===== config.mk =====
export PLATFORM = sky130hd
export DESIGN_NAME = rs232_rx_fifo
export DESIGN_NICKNAME = d
export VERILOG_FILES = /design/src/rtl/risc0_io_pkg.sv /design/src/rtl/fifo_ram.sv /design/src/rtl/rs232_rx_fifo.sv
export SDC_FILE = /design/constraint.sdc
export NUM_CORES = 1
export LEC_CHECK = 0
export ABC_AREA = 0
export CORE_MARGIN = 2
export CORE_UTILIZATION = 40
export CTS_CLUSTER_SIZE = 10
export DETAILED_ROUTE_END_ITERATION = 16
export GPL_TIMING_DRIVEN = 0
export PLACE_DENSITY = 0.6
export SLEW_MARGIN = 20
export SYNTH_ARGS = -nofsm -noshare
export SYNTH_HDL_FRONTEND = slang
export SYNTH_SLANG_ARGS = --single-unit

===== constraint.sdc =====
create_clock -name clk -period 3.6 [get_ports clk]
set_input_delay 0.9 -clock clk [delete_from_list [all_inputs] [get_ports clk]]
set_output_delay 0.9 -clock clk [all_outputs]
set_load 0.01 [all_outputs]

===== src/rtl/risc0_io_pkg.sv =====
// Shared constants for the RISC0 I/O bus: register addresses and receive-buffer sizing.
package risc0_io_pkg;

    localparam logic [3:0] IO_ADR_CNT   = 4'd0;
    localparam logic [3:0] IO_ADR_SWI   = 4'd1;
    localparam logic [3:0] IO_ADR_UART  = 4'd2;
    localparam logic [3:0] IO_ADR_STAT  = 4'd3;

    localparam int BYTE_W       = 8;
    localparam int RXFIFO_DEPTH = 16;

endpackage


===== src/rtl/fifo_ram.sv =====
// DEPTH x BYTE_W storage: one synchronous write port, asynchronous read port.
module fifo_ram
    import risc0_io_pkg::*;
#(
    parameter int DEPTH = RXFIFO_DEPTH,
    parameter int AW    = $clog2(DEPTH)
) (
    input  logic              clk,
    input  logic              we,
    input  logic [AW-1:0]     waddr,
    input  logic [BYTE_W-1:0] wdata,
    input  logic [AW-1:0]     raddr,
    output logic [BYTE_W-1:0] rdata
);

    logic [BYTE_W-1:0] mem_q [0:DEPTH-1];

    // Write port; contents are deliberately not reset.
    always_ff @(posedge clk) begin
        if (we) begin
            mem_q[waddr] <= wdata;
        end
    end

    assign rdata = mem_q[raddr];

endmodule


===== src/rtl/rs232_rx_fifo.sv =====
// Receive buffer between RS232R and the RISC0 I/O bus (rdy/done handshake into a FIFO).
// Optional overrun discard/flag enabled by defining RS232_RX_FIFO_OVR_EN.
module rs232_rx_fifo
    import risc0_io_pkg::*;
#(
    parameter int DEPTH = RXFIFO_DEPTH,
    parameter int AW    = $clog2(DEPTH)
) (
    input  logic              clk,
    input  logic              rst,
    input  logic [BYTE_W-1:0] rx_data,
    input  logic              rx_rdy,
    output logic              rx_done,
    input  logic              rd,
    output logic [BYTE_W-1:0] rd_data,
    output logic              rdy,
    output logic              full,
    output logic [AW:0]       count,
    output logic              ovr,
    input  logic              ovr_clr
);

    localparam logic [AW-1:0] PTR_ONE  = AW'(1'b1);
    localparam logic [AW:0]   CNT_ONE  = (AW+1)'(1'b1);
    localparam logic [AW:0]   CNT_ZERO = (AW+1)'(1'b0);
    localparam logic [AW:0]   CNT_FULL = (AW+1)'(DEPTH);

    logic [AW-1:0]     wr_ptr_q, wr_ptr_d;
    logic [AW-1:0]     rd_ptr_q, rd_ptr_d;
    logic [AW:0]       count_q, count_d;
    logic              rx_done_q, rx_done_d;
    logic              ovr_q, ovr_d;
    logic              full_s, empty_s, take_s, push_s, pop_s, ovr_set_s;
    logic [BYTE_W-1:0] head_s;

    fifo_ram #(
        .DEPTH (DEPTH),
        .AW    (AW)
    ) u_ram (
        .clk   (clk),
        .we    (push_s),
        .waddr (wr_ptr_q),
        .wdata (rx_data),
        .raddr (rd_ptr_q),
        .rdata (head_s)
    );

    // Push/pop qualification; eligibility uses the pre-pop full so a pop never frees a slot early.
    always_comb begin
        full_s  = (count_q == CNT_FULL);
        empty_s = (count_q == CNT_ZERO);
        take_s  = rx_rdy & ~rx_done_q;
        push_s  = take_s & ~full_s;
        pop_s   = rd & ~empty_s;
`ifdef RS232_RX_FIFO_OVR_EN
        ovr_set_s = take_s & full_s;
`else
        ovr_set_s = 1'b0;
`endif
    end

    // Next-state for pointers, occupancy, acknowledge and overrun flag.
    always_comb begin
        rx_done_d = push_s | ovr_set_s;

        if (push_s) begin
            wr_ptr_d = wr_ptr_q + PTR_ONE;
        end else begin
            wr_ptr_d = wr_ptr_q;
        end

        if (pop_s) begin
            rd_ptr_d = rd_ptr_q + PTR_ONE;
        end else begin
            rd_ptr_d = rd_ptr_q;
        end

        case ({push_s, pop_s})
            2'b10:   count_d = count_q + CNT_ONE;
            2'b01:   count_d = count_q - CNT_ONE;
            default: count_d = count_q;
        endcase

`ifdef RS232_RX_FIFO_OVR_EN
        // A fresh overrun outranks a clear arriving in the same cycle.
        if (ovr_set_s) begin
            ovr_d = 1'b1;
        end else if (ovr_clr) begin
            ovr_d = 1'b0;
        end else begin
            ovr_d = ovr_q;
        end
`else
        ovr_d = 1'b0;
`endif
    end

    // State registers with synchronous reset.
    always_ff @(posedge clk) begin
        if (rst) begin
            wr_ptr_q  <= {AW{1'b0}};
            rd_ptr_q  <= {AW{1'b0}};
            count_q   <= CNT_ZERO;
            rx_done_q <= 1'b0;
            ovr_q     <= 1'b0;
        end else begin
            wr_ptr_q  <= wr_ptr_d;
            rd_ptr_q  <= rd_ptr_d;
            count_q   <= count_d;
            rx_done_q <= rx_done_d;
            ovr_q     <= ovr_d;
        end
    end

`ifndef RS232_RX_FIFO_OVR_EN
    logic unused_ovr_clr_s;
    assign unused_ovr_clr_s = ovr_clr;
`endif

    assign rx_done = rx_done_q;
    assign rdy     = ~empty_s;
    assign full    = full_s;
    assign count   = count_q;
    assign ovr     = ovr_q;
    assign rd_data = empty_s ? {BYTE_W{1'b0}} : head_s;

endmodule

==> summary.txt <==
Drt
  • Pre-antenna DRT Iters: 5
  • Routed WL: 11.4 mm
  • DRC violations left: 0
  • Vias/cell: 5.15
  • Antenna-violating nets left: 0
  • Drt wl/cell: 20.3 um
  • Total number of vias: 2893
  • DR iter-0 viols: 242

Logic synthesis
  • Synth Area per Inst: 18.3 um2
  • Mapped cell area: 0.00587 mm2
  • Netlist cell types: 39
  • Synth area leader: edfxtp_1
  • Syn_nets: 341
  • Cell count after synthesis: 320
  • Top_reg_cell synth: edfxtp_1
  • Ys Warns: 0
  • Post-synth EDFFs: 128
  • Synth Register Bits: 146
  • Area contributors post-synth: edfxtp_1, mux4_2, dfxtp_1
  • Synth async-reset ratio: 0
  • Top-area cell type share of the netlist area: 0.655
  • Sequential cell area fraction in the yosys report: 0.716

Finish
  • Area Growth Syn to Fin: 18.8%
  • Total Nets Final: 386
  • Antenna cells: 0
  • Area of the multi-input gates: 0.00157 mm2
  • Most frequent cells in the layout: edfxtp_1, mux4_2, nor2_1, clkdlybuf4s50_1
  • Layout cell share with drive strength beyond 1: 0.228
  • Reg area: 0.00420 mm2
  • Fillcell total: 1214
  • Cell area after layout: 0.00697 mm2
  • Most common cell after layout, fill and taps aside: edfxtp_1

Worst setup path
  • Crit path max fanout: 10
  • CP max stage cell: mux4_2
  • Worst endpoint required time: 2.70 ns
  • Critical path's largest stage delay: 0.53 ns
  • Cells along the critical path: buf_2 -> buf_4 -> mux4_2 -> mux2i_1 -> o22ai_1 -> clkdlybuf4s50_1
  • CP arrival: 2.57 ns
  • Largest delay share family, worst path: buffers and inverters
  • WP buf/inv: 3
  • Crit start category: flip-flop
  • Worst setup EP type: output port
  • Setup CP Type: flip-flop to output port

GRT
  • Largest net degree at the start of global routing: 17
  • Initial antenna violation count: 0
  • Gr ovfl total: 0
  • Total track usage: 0.156
  • Vias in the first global route: 3110
  • First-pass GRT wire length: 17.9 mm

CTS
  • Sinks on Clock Net: 146
  • TritonCTS clock tree: yes
  • H-tree levels: 4
  • Setup repair bufs after CTS: 0
  • Clock-pin slew on the worst setup and hold paths: 0.06 ns
  • CTS root buf: clkbuf_16
  • Max Buffers Root-to-Sink: 2
  • CTS Buf Count: 17
  • Worst-skew pair later-pin latency: 0.42 ns

Placement
  • Placed wire-length estimate: 7.25 mm
  • GPL Wtd Cong: 0.831
  • Placed Instance Area: 0.00639 mm2
  • # port buffers: 27

Floorplanning
  • Initial Util: 0.407
  • Core area: 0.0144 mm2
  • Row Count: 44
  • Die width: 125 um
  • DIE HEIGHT: 125 um
  • Die ar.: 0.0157 mm2
  • I/O Pins: 30

Timing
  • Final hold vios: 0
  • Worst Tran Pin Value: 1.03 ns
  • RSZ-0062 raised after global routing: false
  • Fmax: 289 MHz
  • Final setup TNS: 0 ns
  • Max-slew violations: 0
  • Slew HR: 0.311
  • Final worst-path cycle share: 0.963
  • Endpoints failing setup: 0
  • Clock period minus worst slack: 3.47 ns
  • Hold WS: 0.519 ns
  • Max Clock Skew: 0.00964 ns

Power
  • Pwr Density: 700 mW/mm2
  • Leak: 2.23 nW
  • Peak supply drop: 432 uV
  • Power Total: 4.88 mW

Outcome
  • Status: complete, no violations

Min path
  • Hold Crit Class: flip-flop to flip-flop

Job
  • Max cap viols: 0
[cell families (layout without fill, tap and decap cells)]
| group | Yosys count | in the layout | synth area share |
|---|---|---|---|
| muxes | 51 | 51 | 0.155 |
| adders and majority gates | 8 | 8 | 0.0170 |
| other | 1 | 1 | 0.000639 |
| xor gates and xnor gates | 9 | 9 | 0.0134 |
| and+or+nand+nor | 61 | 61 | 0.0505 |
| AOI/OAI and AO/OA | 21 | 21 | 0.0275 |
| buffers and inverters | 23 | 81 | 0.0196 |
| DFF | 146 | 146 | 0.716 |
[worst register-to-register path: stages (launching register included)]
cell	delay, ns
dfxtp_1	0.31
buf_2	0.18
nor4_4	0.39
a21boi_2	0.19
ha_1	0.24
buf_4	0.17
xor2_1	0.14
ha_1	0.20
a31oi_1	0.25
nor3_1	0.10
nor4_1	0.35
mux2_2	0.37
[synthesized netlist by cell type, types with 2 or more instances]
master	instances
nand2_1	10
nand3b_1	2
xor2_1	7
clkbuf_1	4
nor2_1	31
buf_4	3
mux4_2	32
nand2b_1	4
buf_1	3
nor3_1	6
buf_2	8
ha_1	8
a21oi_1	3
inv_1	4
dfxtp_1	18
mux2i_1	18
xnor2_1	2
edfxtp_1	128
o22ai_1	8
nand4_1	2
[flip-flops by register name, summed over array words and instances, names as in the netlist, named ones only]
register,count
wr_ptr_q,4
u_ram.mem_q,128
rx_done,1
rd_ptr_q,4
count,5
[where the power goes]
group          leakage [nW]  switching, mW  internal, mW  total (mW)
Combinational         0.661          0.615         0.611        1.23
Clock                 0.263          0.669          1.01        1.68
Sequential             1.30         0.0532          1.92        1.97
Total                  2.23           1.34          3.54        4.88
[final cells by class]
class                           count  share of cell area
Sequential cell                   146               0.603
Multi-Input combinational cell    151               0.226
Clock buffer                       17              0.0610
Timing Repair Buffer               27              0.0388
Tap cell                          184              0.0330
Clock inverter                     15              0.0201
Buffer                             18              0.0165
Inverter                            4             0.00215
[metrics by stage]
| stage | cells | utilization | setup WS, ns |
|---|---|---|---|
| global placement | 531 | 0.442 | -0.184 |
| global route | 562 | 0.483 | 0.0273 |
| finish | 562 | 0.483 | 0.134 |
| CTS | 562 | 0.483 | 0.00445 |
| floorplan | 320 | - | 0.568 |
| detailed placement | 531 | 0.443 | -0.222 |
[path summary, 6_finish.rpt]
kind	start	to	slack, ns	cells past startpoint
max	flip-flop	rd_data[0]	0.13	6
min	rd_ptr_q[3]$_SDFFE_PP0P_	flip-flop	0.52	2
max reg2reg	count[2]$_SDFFE_PP0P_	count[4]$_SDFFE_PP0P_	0.59	11
min reg2reg	rd_ptr_q[3]$_SDFFE_PP0P_	flip-flop	0.52	2
[routing by layer]
layer	up-vias	wire, um	GRT usage
met5	-	0	0
li1	1347	-	-
met1	1469	5020	0.196
met4	0	96	0.0569
met3	7	532	0.0436
met2	70	5750	0.261
[what timing repair did]
action,in CTS,in global routing
hold buffers,0,0
gates resized for setup,7,1
gates cloned,0,0
endpoints found under the setup margin,7,2
Note: power is estimated with default switching activity, not from simulation.
